### config.mk
export PLATFORM = sky130hd
export DESIGN_NAME = mips_muldiv_sequencer_flat
export DESIGN_NICKNAME = d
export VERILOG_FILES = /design/src/rtl/mips_muldiv_sequencer_if.sv /design/src/rtl/mips_muldiv_sequencer.sv /design/src/flat_wrapper.sv
export SDC_FILE = /design/constraint.sdc
export NUM_CORES = 1
export LEC_CHECK = 0
export BUFFER_PORTS_ARGS = -buffer_cell sky130_fd_sc_hd__buf_2
export CAP_MARGIN = 20
export CORE_AREA = 2 2 188 190
export DETAILED_ROUTE_END_ITERATION = 16
export DIE_AREA = 0 0 190 192
export MAX_ROUTING_LAYER = met4
export PLACE_DENSITY_LB_ADDON = 0.08
export SYNTH_ARGS = -nofsm -noshare
export SYNTH_HDL_FRONTEND = slang
export SYNTH_SLANG_ARGS = --single-unit
### constraint.sdc
create_clock -name clk -period 30 [get_ports clk]
set_clock_uncertainty 0.1 [all_clocks]
set_input_delay 3 -clock clk [delete_from_list [all_inputs] [get_ports clk]]
set_output_delay 3 -clock clk [all_outputs]
set_load 0.05 [all_outputs]
### src/rtl/mips_muldiv_sequencer_if.sv
// Handshake and result bundle between the main controller and the MULT/DIV sequencer.
interface mips_muldiv_sequencer_if #(
    parameter int DATA_WIDTH = 32
);
    logic                  start;
    logic [1:0]            op;
    logic [DATA_WIDTH-1:0] operand_a;
    logic [DATA_WIDTH-1:0] operand_b;
    logic                  cancel;
    logic                  hilo_read;
    logic                  busy;
    logic                  stall;
    logic                  done;
    logic                  div_zero;
    logic [DATA_WIDTH-1:0] hi_out;
    logic [DATA_WIDTH-1:0] lo_out;
    logic                  hi_write;
    logic                  lo_write;

    modport master (
        output start, op, operand_a, operand_b, cancel, hilo_read,
        input  busy, stall, done, div_zero, hi_out, lo_out, hi_write, lo_write
    );

    modport slave (
        input  start, op, operand_a, operand_b, cancel, hilo_read,
        output busy, stall, done, div_zero, hi_out, lo_out, hi_write, lo_write
    );
endinterface

### src/rtl/mips_muldiv_sequencer.sv
// Iterative MULT/MULTU/DIV/DIVU engine driving the HI/LO register block.
// Optional MULDIV_EARLY_OUT_EN: multiply leaves RUN once the remaining multiplier bits are zero.
module mips_muldiv_sequencer #(
    parameter int DATA_WIDTH = 32,
    parameter int CNT_WIDTH  = 6
) (
    input  logic                    clk,
    input  logic                    rst,
    mips_muldiv_sequencer_if.slave  bus
);
    localparam int W = DATA_WIDTH;
    localparam logic [2:0] S_IDLE = 3'd0;
    localparam logic [2:0] S_PREP = 3'd1;
    localparam logic [2:0] S_RUN  = 3'd2;
    localparam logic [2:0] S_FIX  = 3'd3;
    localparam logic [2:0] S_DONE = 3'd4;
    localparam logic [CNT_WIDTH-1:0] CNT_LAST = CNT_WIDTH'(DATA_WIDTH - 1);

    function automatic logic [DATA_WIDTH-1:0] abs_val(input logic [DATA_WIDTH-1:0] x,
                                                      input logic is_signed);
        if (is_signed && x[DATA_WIDTH-1]) begin
            return -x;
        end else begin
            return x;
        end
    endfunction

    logic [2:0]           state_q, state_d;
    logic [1:0]           op_q, op_d;
    logic [W-1:0]         a_q, a_d, b_q, b_d;
    logic [W-1:0]         mplr_q, mplr_d;
    logic [2*W-1:0]       acc_q, acc_d;
    logic [2*W-1:0]       aux_q, aux_d;
    logic [CNT_WIDTH-1:0] cnt_q, cnt_d;
    logic                 neg_prod_q, neg_prod_d;
    logic                 neg_rem_q, neg_rem_d;
    logic                 dz_q, dz_d;
    logic [W-1:0]         hi_q, hi_d, lo_q, lo_d;
    logic                 done_q, done_d;
    logic                 dz_out_q, dz_out_d;
    logic                 busy_q, busy_d;

    logic                 is_signed_s, is_div_s, rem_ge_s, run_exit_s;
    logic [W-1:0]         abs_a_s, abs_b_s, quot_fix_s, rem_fix_s;
    logic [W:0]           rem_sh_s, rem_sub_s;
    logic [2*W-1:0]       prod_fix_s;

    // Datapath helpers: operand magnitudes, restoring-divide step, sign correction.
    always_comb begin
        is_signed_s = ~op_q[0];
        is_div_s    = op_q[1];
        abs_a_s     = abs_val(a_q, is_signed_s);
        abs_b_s     = abs_val(b_q, is_signed_s);
        rem_sh_s    = {acc_q[2*W-1:W], acc_q[W-1]};
        rem_ge_s    = (rem_sh_s >= {1'b0, aux_q[W-1:0]});
        rem_sub_s   = rem_sh_s - {1'b0, aux_q[W-1:0]};
        prod_fix_s  = neg_prod_q ? -acc_q : acc_q;
        quot_fix_s  = neg_prod_q ? -acc_q[W-1:0] : acc_q[W-1:0];
        rem_fix_s   = neg_rem_q ? -acc_q[2*W-1:W] : acc_q[2*W-1:W];
    end

    // Next-state and datapath update.
    always_comb begin
        state_d    = state_q;
        op_d       = op_q;
        a_d        = a_q;
        b_d        = b_q;
        mplr_d     = mplr_q;
        acc_d      = acc_q;
        aux_d      = aux_q;
        cnt_d      = cnt_q;
        neg_prod_d = neg_prod_q;
        neg_rem_d  = neg_rem_q;
        dz_d       = dz_q;
        hi_d       = hi_q;
        lo_d       = lo_q;
        done_d     = 1'b0;
        dz_out_d   = 1'b0;
        run_exit_s = 1'b0;
        case (state_q)
            S_IDLE: begin
                if (bus.start && !bus.cancel) begin
                    op_d    = bus.op;
                    a_d     = bus.operand_a;
                    b_d     = bus.operand_b;
                    state_d = S_PREP;
                end else begin
                    state_d = S_IDLE;
                end
            end
            S_PREP: begin
                neg_prod_d = is_signed_s & (a_q[W-1] ^ b_q[W-1]);
                neg_rem_d  = is_signed_s & a_q[W-1];
                cnt_d      = {CNT_WIDTH{1'b0}};
                dz_d       = is_div_s && (b_q == {W{1'b0}});
                if (is_div_s && (b_q == {W{1'b0}})) begin
                    // Zero divisor passes through FIX untouched so done lands after E2.
                    acc_d   = {a_q, {W{1'b1}}};
                    state_d = S_FIX;
                end else if (is_div_s) begin
                    acc_d   = {{W{1'b0}}, abs_a_s};
                    aux_d   = {{W{1'b0}}, abs_b_s};
                    state_d = S_RUN;
                end else begin
                    acc_d   = {2*W{1'b0}};
                    aux_d   = {{W{1'b0}}, abs_a_s};
                    mplr_d  = abs_b_s;
                    state_d = S_RUN;
                end
            end
            S_RUN: begin
                cnt_d = cnt_q + CNT_WIDTH'(1);
                if (is_div_s) begin
                    acc_d = {(rem_ge_s ? rem_sub_s[W-1:0] : rem_sh_s[W-1:0]),
                             acc_q[W-2:0], rem_ge_s};
                end else begin
                    // Multiplicand shifts left so the product stays aligned on an early exit.
                    acc_d  = mplr_q[0] ? (acc_q + aux_q) : acc_q;
                    aux_d  = {aux_q[2*W-2:0], 1'b0};
                    mplr_d = {1'b0, mplr_q[W-1:1]};
                end
`ifdef MULDIV_EARLY_OUT_EN
                run_exit_s = (cnt_q == CNT_LAST) || (!is_div_s && (mplr_q == {W{1'b0}}));
`else
                run_exit_s = (cnt_q == CNT_LAST);
`endif
                if (run_exit_s) begin
                    state_d = S_FIX;
                end else begin
                    state_d = S_RUN;
                end
            end
            S_FIX: begin
                if (dz_q) begin
                    hi_d = acc_q[2*W-1:W];
                    lo_d = acc_q[W-1:0];
                end else if (is_div_s) begin
                    hi_d = rem_fix_s;
                    lo_d = quot_fix_s;
                end else begin
                    hi_d = prod_fix_s[2*W-1:W];
                    lo_d = prod_fix_s[W-1:0];
                end
                done_d   = 1'b1;
                dz_out_d = dz_q;
                state_d  = S_DONE;
            end
            S_DONE: begin
                state_d = S_IDLE;
            end
            default: begin
                state_d = S_IDLE;
            end
        endcase
        if (bus.cancel && (state_q != S_IDLE)) begin
            state_d  = S_IDLE;
            done_d   = 1'b0;
            dz_out_d = 1'b0;
            hi_d     = hi_q;
            lo_d     = lo_q;
        end else begin
            state_d  = state_d;
        end
        busy_d = (state_d != S_IDLE);
    end

    // State and output registers.
    always_ff @(posedge clk or posedge rst) begin
        if (rst) begin
            state_q    <= S_IDLE;
            op_q       <= 2'b00;
            a_q        <= {W{1'b0}};
            b_q        <= {W{1'b0}};
            mplr_q     <= {W{1'b0}};
            acc_q      <= {2*W{1'b0}};
            aux_q      <= {2*W{1'b0}};
            cnt_q      <= {CNT_WIDTH{1'b0}};
            neg_prod_q <= 1'b0;
            neg_rem_q  <= 1'b0;
            dz_q       <= 1'b0;
            hi_q       <= {W{1'b0}};
            lo_q       <= {W{1'b0}};
            done_q     <= 1'b0;
            dz_out_q   <= 1'b0;
            busy_q     <= 1'b0;
        end else begin
            state_q    <= state_d;
            op_q       <= op_d;
            a_q        <= a_d;
            b_q        <= b_d;
            mplr_q     <= mplr_d;
            acc_q      <= acc_d;
            aux_q      <= aux_d;
            cnt_q      <= cnt_d;
            neg_prod_q <= neg_prod_d;
            neg_rem_q  <= neg_rem_d;
            dz_q       <= dz_d;
            hi_q       <= hi_d;
            lo_q       <= lo_d;
            done_q     <= done_d;
            dz_out_q   <= dz_out_d;
            busy_q     <= busy_d;
        end
    end

    assign bus.busy     = busy_q;
    assign bus.stall    = busy_q & (bus.hilo_read | bus.start);
    assign bus.done     = done_q;
    assign bus.div_zero = dz_out_q;
    assign bus.hi_out   = hi_q;
    assign bus.lo_out   = lo_q;
    assign bus.hi_write = done_q;
    assign bus.lo_write = done_q;
endmodule
### src/flat_wrapper.sv
// flat-port wrapper written by rule: the top's interface ports become plain ports
module mips_muldiv_sequencer_flat 
#(
    parameter int DATA_WIDTH = 32,
    parameter int CNT_WIDTH  = 6
)
  (clk, rst, bus_start, bus_op, bus_operand_a, bus_operand_b, bus_cancel, bus_hilo_read, bus_busy, bus_stall, bus_done, bus_div_zero, bus_hi_out, bus_lo_out, bus_hi_write, bus_lo_write);
  mips_muldiv_sequencer_if #(.DATA_WIDTH(DATA_WIDTH)) bus_i ();
  input  logic clk;
  input  logic rst;
  input wire logic [$bits(bus_i.start)-1:0] bus_start;
  input wire logic [$bits(bus_i.op)-1:0] bus_op;
  input wire logic [$bits(bus_i.operand_a)-1:0] bus_operand_a;
  input wire logic [$bits(bus_i.operand_b)-1:0] bus_operand_b;
  input wire logic [$bits(bus_i.cancel)-1:0] bus_cancel;
  input wire logic [$bits(bus_i.hilo_read)-1:0] bus_hilo_read;
  output wire logic [$bits(bus_i.busy)-1:0] bus_busy;
  output wire logic [$bits(bus_i.stall)-1:0] bus_stall;
  output wire logic [$bits(bus_i.done)-1:0] bus_done;
  output wire logic [$bits(bus_i.div_zero)-1:0] bus_div_zero;
  output wire logic [$bits(bus_i.hi_out)-1:0] bus_hi_out;
  output wire logic [$bits(bus_i.lo_out)-1:0] bus_lo_out;
  output wire logic [$bits(bus_i.hi_write)-1:0] bus_hi_write;
  output wire logic [$bits(bus_i.lo_write)-1:0] bus_lo_write;
  assign bus_i.start = bus_start;
  assign bus_i.op = bus_op;
  assign bus_i.operand_a = bus_operand_a;
  assign bus_i.operand_b = bus_operand_b;
  assign bus_i.cancel = bus_cancel;
  assign bus_i.hilo_read = bus_hilo_read;
  assign bus_busy = bus_i.busy;
  assign bus_stall = bus_i.stall;
  assign bus_done = bus_i.done;
  assign bus_div_zero = bus_i.div_zero;
  assign bus_hi_out = bus_i.hi_out;
  assign bus_lo_out = bus_i.lo_out;
  assign bus_hi_write = bus_i.hi_write;
  assign bus_lo_write = bus_i.lo_write;
  mips_muldiv_sequencer #(.DATA_WIDTH(DATA_WIDTH), .CNT_WIDTH(CNT_WIDTH)) u_core (.clk(clk), .rst(rst), .bus(bus_i));
endmodule
==> out/qor.yml, run 1 <==
floorplanning:
  initial_core_util_pct: 64.65
  die_h_um: 192
  io_pins: 141
  die-area_um2: 36480
  num_rows: 68
  die_w_um: 190
  core_area_um2: 34290
finish:
  final_cell_area_um2: 24320
  final_nets: 2933
  multi_input_area_um2: 13660
  fillers: 2728
  final_cell_mix: "341 x a21oi_1, 319 x nand2_1, 304 x dfrtp_1, 301 x nor2_1, 219 x o21ai_0"
  syn_to_final_growth_pct: 9.703
  regArea_um2: 7634
  drive_gt1_share_pct: 12.30
  layout_commonest_cell: "a21oi_1"
global_route:
  grt_max_degree: 115
  first_global_vias: 20088
  overflow: 0
  grt_pass1_wl_um: 113600
  track_usage_pct: 41.71
  antenna_found_initial: 1
critical_path:
  crit_chain: "buf_2, o21a_1, buf_2"
  crit_required_ns: 26.90
  path_delay_family: "buffers and inverters"
  crit_fanout: 2
  slowest_stage: "buf_2"
  crit_type: "in2out"
  worst_path_largest_cell_delay_ns: 0.20
  crit_path_frequent_cell: "buf_2"
  crit_buf_inv: 2
  end_kind: "output port"
  cp.arrival_ns: 3.47
  critPathLaunchType: "primary input"
yosys:
  synth_area_per_cell_um2: 8.140
  synth_nets: 2896
  seq_area_frac_synth_pct: 34.43
  ys.flop_type: "dfrtp_1"
  synth_area_leaders: "dfrtp_1 34%, a21oi_1 7.7%, ha_1 5.6%"
  yosys.area.top_type: "dfrtp_1"
  netlist_instances: 2723
  syn_area_um2: 22170
  async_reset_ff_share_pct: 100.0
  synth_seq_cells: 305
  synth_edf_count: 0
  synth_warnings: 0
  synth.distinct_cells: 89
  synth_top_area_share_pct: 34.43
clocking:
  cts-resized-gates: 0
  cts_sinks: 305
  cts_setup_buffers: 0
  clkSlewWorstSetupHoldPaths_ns: 0.06
  cts_tree: "done"
  clock_path_buffers: 3
  clk_latency_ns: 0.57
  cts.root.buffer_cell: "clkbuf_16"
  numCtsBuffers: 36
  cts_htree_levels: 2
  cts_hold_buf: 0
power_and_ir_drop:
  leakagePower_uw: 0.01074
  ir_drop_uv: 77.42
  powerDensity_nw_per_um2: 120.8
detailed_routing:
  first_iter_violations: 2703
  remaining_drc_errors: 0
  wire_per_inst_um: 22.79
  dr.pass1.iters: 7
  ant_nets: 0
  vias: 21467
  drt-vias-per-instance: 6.617
  routed_wl_um: 73930
sta:
  maxSlewHeadroom_pct: 29.30
  final-setup-viol-count: 0
  tightest_slew_ns: 1.058
  hold_viol_final: 0
  clock.fmax_mhz: 152.1
  final.min_clock_period_ns: 6.575
  rsz0062_at_grt: "no"
  fin_setup_tns_ns: 0
  period_share_pct: 21.92
  maxSlewViolCount: 0
placement:
  gp_congestion: 1.063
  dp_hpwl_um: 53810
  dpl_cell_area_um2: 23000
  io_buffers: 140
outcome:
  status: "completed"
hold_path:
  hp-class: "reg2reg"
job:
  maxCapViolations: 0
-- Yosys cell counts, types with 12 or more instances --
master / instances
or4_1: 12
nor4_1: 23
nand3_1: 39
o21bai_1: 21
and2_1: 15
a211oi_1: 24
dfrtp_1: 305
a221oi_1: 21
a21o_1: 46
and3_1: 20
a21oi_1: 341
nand4_1: 29
xnor2_1: 118
xor2_1: 88
o211ai_1: 20
inv_1: 72
o31ai_1: 20
nand2b_1: 19
or3_1: 20
a22oi_1: 13
clkbuf_1: 125
nor2_1: 302
mux2_2: 74
mux2i_1: 37
a31oi_1: 50
nand2_1: 321
ha_1: 100
buf_2: 21
buf_1: 16
nor3_1: 53
o21ai_0: 219
-- worst register-to-register path: cells and delay by family (launching register included) --
family / cells / cell delay (ns)
AOI/OAI and AO/OA: 6 / 1.45
and+or+nand+nor: 4 / 1.68
DFF: 1 / 0.61
adders and majority gates: 1 / 0.53
-- report_power, final --
| part | internal (uW) | switching [uW] |
|---|---|---|
| Clock | 282 | 189 |
| Combinational | 605 | 1040 |
| Sequential | 557 | 262 |
-- final cells by class --
cell class,count,area share (%)
antenna,1,0.01029
clock buffer,47,4.121
clock inverter,19,1.060
inverter,73,1.158
multi-input combinational,2180,56.16
sequential,305,31.39
tap,455,2.341
timing repair buffer,164,3.756
-- metrics by stage --
| stage | total power, uW | cells | hold slack, ns | utilization [%] | worst slack [ns] |
|---|---|---|---|---|---|
| global route | 3109 | 3244 | 0.4030 | 70.92 | 23.40 |
| finish | 2938 | 3244 | 0.3852 | 70.92 | 23.43 |
| CTS | 2885 | 3240 | 0.3857 | 70.75 | 23.42 |
| floorplan | 1970 | 2723 | 0.3492 | - | 18.47 |
| detailed placement | 2405 | 3174 | 0.3723 | 67.08 | 23.43 |
| global placement | 2367 | 3174 | 0.3619 | 67.08 | 23.42 |
-- routing by layer --
| metal | up-vias | wire length, um | part of all wire [%] | GRT usage [%] |
|---|---|---|---|---|
| met4 | 0 | 3851 | 5.2 | 20.78 |
| li1 | 9835 | - | - | - |
| met1 | 10153 | 29770 | 40 | 54.97 |
| met5 | - | 0 | 0 | - |
| met3 | 235 | 8225 | 11 | 8.058 |
| met2 | 1244 | 32090 | 43 | 61.62 |
-- cell families after synthesis --
kind of cell             count (synthesis)  synth area share [%]
XOR/XNOR                               206                 8.140
multiplexers                           111                 5.430
AND/OR/NAND/NOR                        902                 18.71
flip-flops                             305                 34.43
buffers and inverters                  238                 4.200
AO/OA/AOI/OAI                          859                 23.26
adder cells (fa/ha/maj)                102                 5.825
-- worst paths after layout --
check | startpoint | to | slack, ns | cells after the start
max | bus_start | bus_stall | 23.43 | 3
min | u_core.mplr_q[16]$_DFFE_PP0P_ | u_core.mplr_q[16]$_DFFE_PP0P_ | 0.39 | 2
max reg2reg | u_core.acc_q[51]$_DFFE_PP0P_ | u_core.acc_q[48]$_DFFE_PP0P_ | 25.56 | 11
min reg2reg | u_core.mplr_q[16]$_DFFE_PP0P_ | u_core.mplr_q[16]$_DFFE_PP0P_ | 0.39 | 2
max in group asynchronous | rst | u_core.aux_q[63]$_DFFE_PP0P_ | 25.98 | 3
min in group asynchronous | rst | u_core.bus.lo_out[6]$_DFFE_PP0P_ | 2.49 | 2
-- state kept, by name (all words and copies together) (netlist names), 2 cells and up --
register and count:
u_core.mplr_q 32, u_core.bus.lo_out 32, u_core.aux_q 64, u_core.bus.hi_out 32, u_core.b_q 32, u_core.state_q 3
u_core.a_q 32, u_core.cnt_q 6, u_core.op_q 2, u_core.acc_q 64
Power figures use the tool's default switching activity.
==> run 2, diff against run 1 <==
Settings changed: CORE_AREA 2 2 188 190 to 2 2 193 195, DIE_AREA 0 0 190 192 to 0 0 195 197.
Clock period 30 ns to 6.1 ns, I/O delays scaled along.
==> run 2 against run 1 <==
Final cell count is 0.49% higher. Worst hold slack worse by 0.34 ns. Via count is 0.48% higher. First-iteration DRC count is 1.2% lower. Sequential cell count stayed put. Largest cell class unchanged.
==> out/qor.yml, run 2 (synthesized netlist as in run 1, its figures left out) <==
finish:
  reg_top3: "u_core.acc_q: 64 flops, u_core.aux_q: 64 flops"
  fillers: 3115
  layout_commonest_cell: "a21oi_1"
  regArea_um2: 7634
  syn_to_final_growth_pct: 9.438
  final_nets: 2938
  drive_gt1_share_pct: 12.33
  final_cell_mix: "341 x a21oi_1, 319 x nand2_1, 304 x dfrtp_1, 301 x nor2_1, 219 x o21ai_0"
  multi_input_area_um2: 13650
  layoutNonFillerInstCount: 3260
clocking:
  numCtsBuffers: 36
  cts_hold_buf: 0
  cts_tree: "done"
  cts_htree_levels: 2
  clock_path_buffers: 3
  clkSlewWorstSetupHoldPaths_ns: 0.07
  cts-resized-gates: 0
  cts_setup_buffers: 0
  cts.root.buffer_cell: "clkbuf_16"
  clk_latency_ns: 0.58
  cts_sinks: 305
sta:
  maxSlewViolCount: 0
  final.min_clock_period_ns: 4.588
  hold_viol_final: 0
  clock.fmax_mhz: 218.0
  rsz0062_at_grt: "no"
  layout_setup_ws_ns: 1.512
  period_share_pct: 75.21
  maxSlewHeadroom_pct: 30.98
  tightest_slew_ns: 1.035
  fin_setup_tns_ns: 0
  final-setup-viol-count: 0
critical_path:
  crit_path_frequent_cell: "a21oi_1"
  cp.arrival_ns: 4.99
  crit_type: "reg2reg"
  critPathLaunchType: "register"
  crit_fanout: 26
  worst_path_largest_cell_delay_ns: 0.65
  crit_buf_inv: 0
  end_kind: "register"
  path_delay_family: "simple AND/OR/NAND/NOR gates"
  crit_required_ns: 6.51
  crit_chain: "ha_1, nand4_1, nor3_1, nand4_1, a21oi_1, o311ai_2, o211ai_4, and2_1, a21oi_1, a221o_1, a21oi_1"
  slowest_stage: "and2_1"
global_route:
  overflow: 0
  grt_pass1_wl_um: 116800
  track_usage_pct: 40.53
  use_met3_pct: 9.223
  antenna_found_initial: 2
  grt_use_met2_pct: 59.74
  grt_busiest_layer: "met2"
  grt_util_met1_pct: 53.38
  grt_max_degree: 114
  first_global_vias: 20255
placement:
  dp_hpwl_um: 56540
  io_buffers: 140
  place_ws_ns: 1.747
  gp_congestion: 1.044
  place_inst: 3193
detailed_routing:
  vias: 21571
  remaining_drc_errors: 0
  ant_nets: 0
  routed_wl_um: 75510
  first_iter_violations: 2671
  dr.pass1.iters: 6
  wire_per_inst_um: 23.16
  drt-vias-per-instance: 6.617
power_and_ir_drop:
  leakagePower_uw: 0.01068
  ir_drop_uv: 332.0
  powerDensity_nw_per_um2: 595.2
floorplanning:
  initial_core_util_pct: 61.13
  die-area_um2: 38420
  die_h_um: 197
  core_area_um2: 36260
  die_w_um: 195
  num_rows: 70
  io_pins: 141
hold_path:
  hp-class: "in2async"
job:
  maxCapViolations: 0
outcome:
  status: "completed"
-- run 2: cell types whose count changed in the layout (fill, tap and decap cells not counted), sizes merged --
cell and delta:
clkinv -7, buf +5, clkinvlp +6, clkbuf +4, bufinv -5
-- run 2: report_power, final --
part / switching, uW / total, uW / internal, uW
Combinational: 5280 / 8270 / 2990
Sequential: 1280 / 4020 / 2740
Clock: 928 / 2140 / 1220
-- run 2: cell type report --
cell class	count	share of cell area [%]
tap	468	2.414
timing repair buffer	169	3.956
clock buffer	51	4.364
sequential	305	31.47
clock inverter	13	0.3662
antenna	1	0.01032
multi-input combinational	2180	56.28
inverter	73	1.145
-- run 2: worst paths after layout --
kind	start	to	slack (ns)	cells after the start
hold / removal	rst	u_core.bus.lo_out[3]$_DFFE_PP0P_	0.04	2
setup / recovery	u_core.acc_q[51]$_DFFE_PP0P_	u_core.acc_q[52]$_DFFE_PP0P_	1.51	11
hold reg to reg	u_core.mplr_q[9]$_DFFE_PP0P_	u_core.mplr_q[9]$_DFFE_PP0P_	0.38	2
max in group asynchronous	rst	u_core.aux_q[42]$_DFFE_PP0P_	4.57	3
setup reg to reg	u_core.acc_q[51]$_DFFE_PP0P_	u_core.acc_q[52]$_DFFE_PP0P_	1.51	11
min in group clk	bus_operand_b[13]	u_core.b_q[13]$_DFFE_PP0P_	0.15	3
-- run 2: metal layers --
layer  share of wire [%]  vias up
met3                  12      261
met2                  43     1247
met5                   0        -
li1                    -     9831
met4                 5.3        0
met1                  40    10232
-- run 2: through the flow --
| step | utilization [%] | total power [uW] | hold WS, ns | area [um^2] |
|---|---|---|---|---|
| 2_1_floorplan | - | 9690 | 0.3492 | 22170 |
| 3_3_place_gp | 63.60 | 11900 | 0.3614 | 23060 |
| 3_5_place_dp | 63.65 | 12000 | 0.3706 | 23080 |
| 4_1_cts | 66.82 | 14190 | 0.05485 | 24230 |
| 5_1_grt | 66.90 | 15270 | 0.1074 | 24260 |
| 6_report | 66.90 | 14440 | 0.04333 | 24260 |
